$ cat config.mk
export PLATFORM = sky130hd
export DESIGN_NAME = counter_flat
export DESIGN_NICKNAME = d
export VERILOG_FILES = /design/src/rtl/counter_pkg.sv /design/src/rtl/counter_if.sv /design/src/rtl/counter.sv /design/src/flat_wrapper.sv
export SDC_FILE = /design/constraint.sdc
export NUM_CORES = 1
export LEC_CHECK = 0
export BUFFER_PORTS_ARGS = -buffer_cell sky130_fd_sc_hd__clkbuf_2
export CAP_MARGIN = 20
export CORE_AREA = 8 8 45 47
export CTS_BUF_LIST = sky130_fd_sc_hd__clkbuf_4 sky130_fd_sc_hd__clkbuf_8 sky130_fd_sc_hd__clkbuf_16
export DETAILED_ROUTE_END_ITERATION = 7
export DIE_AREA = 0 0 53 55
export GPL_ROUTABILITY_DRIVEN = 0
export SLEW_MARGIN = 20
export SYNTH_ARGS = -nofsm -noshare
export SYNTH_HDL_FRONTEND = slang
export SYNTH_SLANG_ARGS = --single-unit
export TNS_END_PERCENT = 1
$ cat constraint.sdc
create_clock -name clk -period 1.9 [get_ports clk]
set_input_delay 0.285 -clock clk [delete_from_list [all_inputs] [get_ports clk]]
set_output_delay 0.285 -clock clk [all_outputs]
set_load 0.01 [all_outputs]
$ cat src/rtl/counter_pkg.sv
// rtl/counter_pkg.sv - shared constants, direction encoding and modulo helper for the counter
package counter_pkg;

    localparam int DEFAULT_WIDTH = 4;

    typedef enum logic {
        DIR_DOWN = 1'b0,
        DIR_UP   = 1'b1
    } dir_e;

    // Full binary range for a given width; 33 bits so WIDTH=32 still fits.
    function automatic logic [32:0] full_modulo(input int width);
        return 33'(1) << width;
    endfunction

endpackage

$ cat src/rtl/counter_if.sv
// rtl/counter_if.sv - control, load and status bundle between a counter and its user
interface counter_if
    import counter_pkg::*;
#(
    parameter int WIDTH = DEFAULT_WIDTH
);

    logic             en;
    logic             up_dn;
    logic             clr;
    logic             load;
    logic [WIDTH-1:0] load_val;
    logic [WIDTH-1:0] count;
    logic             tc;
    logic             wrap;

    modport master (
        output en, up_dn, clr, load, load_val,
        input  count, tc, wrap
    );

    modport slave (
        input  en, up_dn, clr, load, load_val,
        output count, tc, wrap
    );

endinterface

$ cat src/rtl/counter.sv
// rtl/counter.sv - modulo-N up/down counter with clear, saturating load, terminal count and wrap pulse
module counter
    import counter_pkg::*;
#(
    parameter int          WIDTH     = DEFAULT_WIDTH,
    parameter logic [32:0] MODULO    = full_modulo(WIDTH),
    parameter int unsigned RESET_VAL = 0
) (
    input  logic     clk,
    input  logic     rst_n,
    counter_if.slave bus
);

    logic [WIDTH-1:0] r_count;
    logic             r_wrap;

    logic [WIDTH:0]   w_modulo;
    logic [WIDTH-1:0] w_max;
    logic [WIDTH:0]   w_inc;
    logic [WIDTH:0]   w_dec;
    logic             w_at_max;
    logic             w_at_zero;
    logic [WIDTH-1:0] w_next;
    logic             w_wrap_next;

    assign w_modulo  = MODULO[WIDTH:0];
    assign w_max     = WIDTH'(MODULO - 33'd1);
    assign w_inc     = {1'b0, r_count} + (WIDTH+1)'(1);
    assign w_dec     = {1'b0, r_count} - (WIDTH+1)'(1);
    // Wide compare/borrow keep non-power-of-two moduli exact.
    assign w_at_max  = (w_inc == w_modulo);
    assign w_at_zero = w_dec[WIDTH];

    always_comb begin
        w_next      = r_count;
        w_wrap_next = 1'b0;
        if (bus.clr) begin
            w_next = '0;
        end else if (bus.load) begin
            w_next = (bus.load_val > w_max) ? w_max : bus.load_val;
        end else if (bus.en) begin
            if (dir_e'(bus.up_dn) == DIR_UP) begin
                w_next      = w_at_max ? '0 : w_inc[WIDTH-1:0];
                w_wrap_next = w_at_max;
            end else begin
                w_next      = w_at_zero ? w_max : w_dec[WIDTH-1:0];
                w_wrap_next = w_at_zero;
            end
        end
    end

    always_ff @(posedge clk or negedge rst_n) begin
        if (!rst_n) begin
            r_count <= WIDTH'(RESET_VAL);
            r_wrap  <= 1'b0;
        end else begin
            r_count <= w_next;
            r_wrap  <= w_wrap_next;
        end
    end

    assign bus.count = r_count;
    assign bus.wrap  = r_wrap;
    assign bus.tc    = (dir_e'(bus.up_dn) == DIR_UP) ? w_at_max : w_at_zero;

endmodule

$ cat src/flat_wrapper.sv
// flat-port wrapper written by rule: the top's interface ports become plain ports
module counter_flat import counter_pkg::*;
#(
    parameter int          WIDTH     = DEFAULT_WIDTH,
    parameter logic [32:0] MODULO    = full_modulo(WIDTH),
    parameter int unsigned RESET_VAL = 0
)
  (clk, rst_n, bus_en, bus_up_dn, bus_clr, bus_load, bus_load_val, bus_count, bus_tc, bus_wrap);
  counter_if #(.WIDTH(WIDTH)) bus_i ();
  input  logic clk;
  input  logic rst_n;
  input wire logic [$bits(bus_i.en)-1:0] bus_en;
  input wire logic [$bits(bus_i.up_dn)-1:0] bus_up_dn;
  input wire logic [$bits(bus_i.clr)-1:0] bus_clr;
  input wire logic [$bits(bus_i.load)-1:0] bus_load;
  input wire logic [$bits(bus_i.load_val)-1:0] bus_load_val;
  output wire logic [$bits(bus_i.count)-1:0] bus_count;
  output wire logic [$bits(bus_i.tc)-1:0] bus_tc;
  output wire logic [$bits(bus_i.wrap)-1:0] bus_wrap;
  assign bus_i.en = bus_en;
  assign bus_i.up_dn = bus_up_dn;
  assign bus_i.clr = bus_clr;
  assign bus_i.load = bus_load;
  assign bus_i.load_val = bus_load_val;
  assign bus_count = bus_i.count;
  assign bus_tc = bus_i.tc;
  assign bus_wrap = bus_i.wrap;
  counter #(.WIDTH(WIDTH), .MODULO(MODULO), .RESET_VAL(RESET_VAL)) u_core (.clk(clk), .rst_n(rst_n), .bus(bus_i));
endmodule
==> key figures, run 1 <==
Status
  – Run status: finished clean

Global route
  – Vias in the first global route: 403
  – Gr busiest metal: met2
  – First-pass GRT wire length: 1.780 mm
  – Largest net degree at the start of global routing: 10
  – Met2 usage in global routing: 12.70%
  – Met1 Use GR: 9.466%
  – Initial antenna violation count: 0
  – Met3 Use GR: 6.417%
  – Tot GR Track Use: 8.429%
  – Global route total overflow: 0

Floorplanning
  – Ports: 16
  – Initial Util: 27.40%
  – Die area: 2915 um^2
  – Core ar.: 1384 um^2
  – Placement row count: 14
  – Chip Width: 53 um
  – Die height: 55 um

Clocking
  – Num Clock Sinks: 5
  – CTS tree: yes
  – Root Driver: clkbuf_4
  – Clock tree buffer depth: 2
  – H-tree levels: 1
  – Reg clk slew, reported paths: 0.04 ns
  – Num CTS Buffers: 3
  – Clk_lat worst skew: 0.24 ns

Setup path
  – Nature of the critical path endpoint: output port
  – CP max stage delay: 0.47 ns
  – Max FO, Critical Path: 4
  – Startpoint Class: register
  – Worst Path Class, Setup: register to output port
  – WP data required: 1.62 ns
  – Crit-path slowest cell: or4b_4
  – Buf/Inv on CP: 2
  – Crit path DAT: 1.56 ns
  – CP top delay family: simple AND/OR/NAND/NOR gates
  – CP Cell Sequence: inv_1, ha_4, or4b_4, o21ai_2, buf_2

Synth
  – Post-synth EDFFs: 0
  – Adder-Cell Fraction of Synth Area: 6.601%
  – XOR/XNOR Fraction of Synth Area: 0%
  – Commonest cells in the netlist: dfrtp_1, inv_1, a21oi_1, nand2_1, o21ai_0
  – Complex-gate fraction of the synthesized area: 26.73%
  – Largest cells by area after synthesis: dfrtp_1, ha_1, a21oi_1
  – Main combinational cell family by area after synthesis: compound AO/OA/AOI/OAI gates
  – Post-synthesis cell type count: 26
  – Ys async rst share: 100.0%
  – Gate Count Post-Synth: 43
  – Mapped Nets: 55
  – Syn_area_per_cell: 8.817 um^2
  – Most common cell in the netlist: dfrtp_1
  – Post-synth top area share: 33.00%
  – Post-Synth Simple-Gate Area: 25.74%
  – Sequential fraction of the synthesis area: 33.00%
  – Most used DFF post-synth: dfrtp_1
  – Mux share of post-synthesis cell area: 2.640%
  – #FFs+latches synth: 5
  – Synth Cell Area: 379.1 um^2
  – Yosys warning count: 0
  – Post-synth top area cell: dfrtp_1

Run
  – Max Cap Viol: 0

Drt
  – DRC viols: 0
  – Detailed Routing Iterations Pass 1: 2
  – Via total after detailed routing: 408
  – Avg WL per Cell: 13.42 um
  – Vias per cell: 5.037
  – Total Wirelength: 1.087 mm
  – DR iter-0 viols: 5
  – Remaining antenna violation count after routing: 0

Final layout
  – Nets: 78
  – Proportion of layout cells with a drive suffix above 1: 47.69%
  – Post-route cell area: 553.0 um^2
  – Antenna Diode Count: 0
  – Area grow syn2layout: 45.87%

Timing
  – Slew Limit Fails: 0
  – Fin Setup TNS: 0 ns
  – Final Skew: 0.0009097 ns
  – Worst Max-Slew Pin Slew: 0.2490 ns
  – Final worst path period share: 96.88%
  – Endpoints failing hold: 0
  – Final Setup Violations: 0
  – Fmax achieved: 543.3 MHz
  – Final hold slack: 0.2734 ns
  – Setup ws final: 0.05926 ns
  – Period minus WS final: 1.841 ns
  – Slew HR: 83.40%

Min path
  – Hold crit path type: input port to register

Power and ir drop
  – Max VDD drop: 0.4219 mV
  – Total power: 0.3578 mW
  – Power density over the cells: 647.1 nW/um^2
  – Leak Pwr: 0.2637 nW

Place
  – Post-DP Area: 476.7 um^2
  – Dpl ws: 0.1721 ns
  – HPWL Detailed: 795.3 um
  – Port bufs: 15
## final timing paths
| path | depth (start not counted) | slack (ns) | startpoint | end |
|---|---|---|---|---|
| max | 5 | 0.06 | u_core.bus.count[0] | bus_tc |
| min | 2 | 0.27 | bus_clr | u_core.bus.count[0] |
| max reg2reg | 4 | 0.34 | u_core.bus.count[1] | u_core.bus.count[3] |
| min reg2reg | 2 | 0.71 | u_core.bus.count[2] | u_core.bus.count[2] |
| max in group asynchronous | 2 | 1.34 | rst_n | u_core.bus.count[1] |
| min in group asynchronous | 2 | 0.40 | rst_n | u_core.bus.count[3] |
## timing repair
item | 4_1_cts | 5_1_grt
setup buffers | 1 | 1
hold buffers | 1 | 0
endpoints found under the hold margin | 5 | 0
cloned | 0 | 0
endpoints found under the setup margin | 1 | 1
resized for setup | 2 | 6
## flip-flops by register name, summed over array words and instances, names as in the netlist
signal            flops
u_core.bus.count      4
u_core.bus.wrap       1
## power by group
part | internal, mW | switching [mW] | leakage (nW)
registers | 0.114 | 0.00937 | 0.0645
logic | 0.0511 | 0.0464 | 0.181
clock network | 0.0936 | 0.0433 | 0.0184
total | 0.259 | 0.0991 | 0.264
## cell usage in the layout, fill, tap and decap left out, drive strengths merged, types with 2 or more instances in the layout
cell and instances:
clkbuf 18, dfrtp 5, inv 4, a21oi 4, buf 4, nand2 3, o21ai 3, nor2 2
nor3b 2, nand2b 2, ha 2
## kinds of logic (layout without fill, tap and decap cells)
logic type | Yosys count | in the layout
AND/OR/NAND/NOR | 16 | 16
multiplexers | 1 | 1
buffers and inverters | 5 | 27
AO/OA/AOI/OAI | 14 | 14
flip-flops | 5 | 5
adder cells (fa/ha/maj) | 2 | 2
## metrics by stage
step / utilization, % / std cells
finish: 39.96 / 81
floorplan: - / 43
detailed placement: 34.45 / 74
global placement: 34.45 / 74
global route: 39.96 / 81
CTS: 37.97 / 80
## area by class of cell
type,count,area (um^2)
inverter,4,15.01
multi-input combinational,33,254.0
timing repair buffer,19,107.6
clock buffer,4,30.03
tap,16,20.02
fill,150,830.8
sequential,5,126.4
## per-layer routing
| metal | vias to the layer above | wire, um |
|---|---|---|
| met2 | 13 | 495 |
| met5 | - | 0 |
| met1 | 190 | 485 |
| li1 | 205 | - |
| met3 | 0 | 106 |
| met4 | 0 | 0 |
(Power assumes the default switching activity.)
==> run 2: changes to the inputs <==
CTS_BUF_LIST = default   (was sky130_fd_sc_hd__clkbuf_4 sky130_fd_sc_hd__clkbuf_8 sky130_fd_sc_hd__clkbuf_16)
==> run 2 against run 1 <==
  * Utilization is 0.81 points lower
  * Worst hold slack worse by 0.00068 ns
  * Critical path type unchanged
  * Via count is 2.7% lower
  * Register-to-register slack hardly changed
  * Critical path depth stayed put
  * Count of clock-buffer cells in the layout stayed put
  * Final area is 2.0% lower
  * Total power is 4.4% lower
  * Cell count is 1.2% lower
  * Sequential cell count stayed put
==> key figures, run 2 (same netlist as run 1, synthesis figures left out) <==
Status
  – Run status: finished clean

Floorplanning
  – Placement row count: 14 (unchanged)
  – Chip Width: 53 um (unchanged)
  – Core ar.: 1384 um^2 (unchanged)
  – Ports: 16 (unchanged)
  – Initial Util: 27.40% (unchanged)
  – Die height: 55 um (unchanged)
  – Die area: 2915 um^2 (unchanged)

Clocking
  – Clk_lat worst skew: 0.24 ns (about the same)
  – Num Clock Sinks: 5 (unchanged)
  – H-tree levels: 1 (unchanged)
  – Num CTS Buffers: 3 (unchanged)
  – Reg clk slew, reported paths: 0.04 ns (about the same)
  – Clock tree buffer depth: 2 (unchanged)
  – Root Driver: clkbuf_4
  – CTS tree: yes

Timing
  – Fin Setup TNS: 0 ns (unchanged)
  – Final Setup Violations: 0 (unchanged)
  – Slew HR: 83.48% (+0.086 points)
  – Fmax achieved: 551.2 MHz (+1.5%)
  – Final worst path period share: 95.48% (-1.4 points)
  – RSZ-0062 raised after global routing: no
  – Period minus WS final: 1.814 ns (-0.02665 ns)
  – Slew Limit Fails: 0 (unchanged)
  – Final Skew: 0.002933 ns (+0.002023 ns)
  – Endpoints failing hold: 0 (unchanged)
  – Worst Max-Slew Pin Slew: 0.2477 ns (-0.001296 ns)

Power and ir drop
  – Power density over the cells: 631.6 nW/um^2 (-2.4%)
  – Clock power frac: 36.2% (-2.1 points)
  – Leak Pwr: 0.2554 nW (-3.2%)
  – Max VDD drop: 0.3905 mV (-7.4%)
  – Psw: 0.1001 mW (+1.0%)
  – Combinational fraction of design power: 27.7% (+0.4 points)
  – Int Pwr: 0.2421 mW (-6.4%)
  – Sequential fraction of design power: 36.1% (+1.6 points)
  – Sw frac: 29.26% (+1.6 points)

Setup path
  – WP data required: 1.62 ns (about the same)
  – Crit path depth: 5 (unchanged)
  – Max FO, Critical Path: 4 (unchanged)
  – FF-to-FF setup slack: 0.34 ns (about the same)
  – Cells on worst reg2reg path: 4 (unchanged)
  – CP top delay family: simple AND/OR/NAND/NOR gates
  – Startpoint Class: register
  – Worst r2r dst: u_core.bus.count[3]
  – Worst Path Class, Setup: register to output port
  – Buf/Inv on CP: 2 (unchanged)
  – CP max stage delay: 0.47 ns (about the same)
  – Crit-path slowest cell: or4b_4
  – CP Cell Sequence: inv_2, ha_4, or4b_4, o21ai_2, buf_2
  – Crit path DAT: 1.53 ns (-0.03 ns)
  – Worst r2r src: u_core.bus.count[1]
  – Nature of the critical path endpoint: output port

Drt
  – Remaining antenna violation count after routing: 0 (unchanged)
  – Vias per cell: 4.963 (-1.5%)
  – Avg WL per Cell: 13.64 um (+1.6%)
  – DR iter-0 viols: 2 (-3)
  – DRC viols: 0 (unchanged)
  – Detailed Routing Iterations Pass 1: 4 (+2)
  – Total Wirelength: 1.091 mm (+0.37%)
  – Via total after detailed routing: 397 (-2.7%)

Min path
  – Sink of the worst hold path: u_core.bus.count[0]
  – Hold crit path type: input port to register
  – Worst hold stages: 2 (unchanged)
  – Hold_sp: bus_clr

Final layout
  – Antenna Diode Count: 0 (unchanged)
  – Nets: 77 (-1.3%)
  – Proportion of layout cells with a drive suffix above 1: 46.88% (-0.82 points)
  – Post-route cell area: 541.8 um^2 (-2.0%)
  – Max reg flops: 4 (unchanged)
  – Filler cells: 148 (-1.3%)
  – Commonest non-fill, non-tap cell in the layout: clkbuf_2
  – Area grow syn2layout: 42.90%
  – Most frequent cells in the layout: clkbuf_2, dfrtp_1, nand2_1, a21oi_1, clkbuf_4

Run
  – Max Cap Viol: 0 (unchanged)

Global route
  – First-pass GRT wire length: 1.835 mm (+3.1%)
  – Largest net degree at the start of global routing: 10 (unchanged)
  – Global route total overflow: 0 (unchanged)
  – Initial antenna violation count: 0 (unchanged)
  – Met1 Use GR: 9.008% (-0.46 points)
  – Gr busiest metal: met2
  – Vias in the first global route: 419 (+4.0%)
  – Met2 usage in global routing: 14.45% (+1.8 points)
  – Tot GR Track Use: 8.758% (+0.33 points)
  – Met3 Use GR: 6.417% (unchanged)

Place
  – Port bufs: 15 (unchanged)
  – Post-DP Area: 476.7 um^2 (unchanged)
  – HPWL Detailed: 795.3 um (unchanged)
run 2: how the worst max path moves through the flow:
stage / start / endpoint / slack [ns]
after floorplan: u_core.bus.count[0] / bus_tc / 0.31
after global placement: u_core.bus.count[1] / bus_tc / 0.22
after detailed placement: u_core.bus.count[1] / bus_tc / 0.17
after CTS: u_core.bus.count[1] / bus_tc / 0.04
after global routing: u_core.bus.count[1] / bus_tc / 0.01
final: u_core.bus.count[1] / bus_tc / 0.09
run 2: routing by layer:
| layer | wire length, um | share of wire, % |
|---|---|---|
| met5 | 0 | 0 |
| met4 | 0 | 0 |
| met3 | 93 | 8.5 |
| met2 | 499 | 46 |
| met1 | 499 | 46 |
run 2: metrics by stage:
stage          setup slack, ns  util, %  hold WS (ns)  cells  power (mW)
6_report               0.08591    39.15        0.2728     80      0.3422
5_1_grt                0.01390    39.15        0.2720     80      0.3710
4_1_cts                0.03743    38.25        0.2660     80      0.3418
3_5_place_dp            0.1721    34.45        0.1155     74      0.2054
3_3_place_gp            0.2246    34.45        0.1163     74      0.2048
2_1_floorplan           0.3051        -      -0.01059     43      0.1701
run 2: power by group through the flow:
stage / registers, mW / logic (mW) / clock network [mW]
6_report: 0.123 / 0.0947 / 0.124
5_1_grt: 0.124 / 0.107 / 0.139
4_1_cts: 0.122 / 0.0894 / 0.130
3_5_place_dp: 0.125 / 0.0800 / 0
3_3_place_gp: 0.125 / 0.0802 / 0
2_1_floorplan: 0.128 / 0.0423 / 0
run 2: worst reg2reg max path, delay by kind of cell, from the launching register on:
family	cells	cell delay, ns
DFF	1	0.40
and+or+nand+nor	1	0.64
buffers and inverters	1	0.16
AOI/OAI and AO/OA	2	0.24
run 2: repair_timing:
action / in CTS / in global routing
setup endpoints to repair: 1 / 1
pin swaps: 0 / 0
setup buffers: 1 / 0
hold buffers: 1 / 0
gates resized for setup: 4 / 5
endpoints found under the hold margin: 5 / 0
run 2: final cells by class:
| type | count | area [um^2] | share of cell area [%] |
|---|---|---|---|
| inverters | 4 | 15.01 | 2.771 |
| clock buffers | 4 | 26.28 | 4.850 |
| well taps | 16 | 20.02 | 3.695 |
| multi-input cells | 33 | 254.0 | 46.88 |
| flip-flops and latches | 5 | 126.4 | 23.33 |
| repair buffers | 18 | 100.1 | 18.48 |
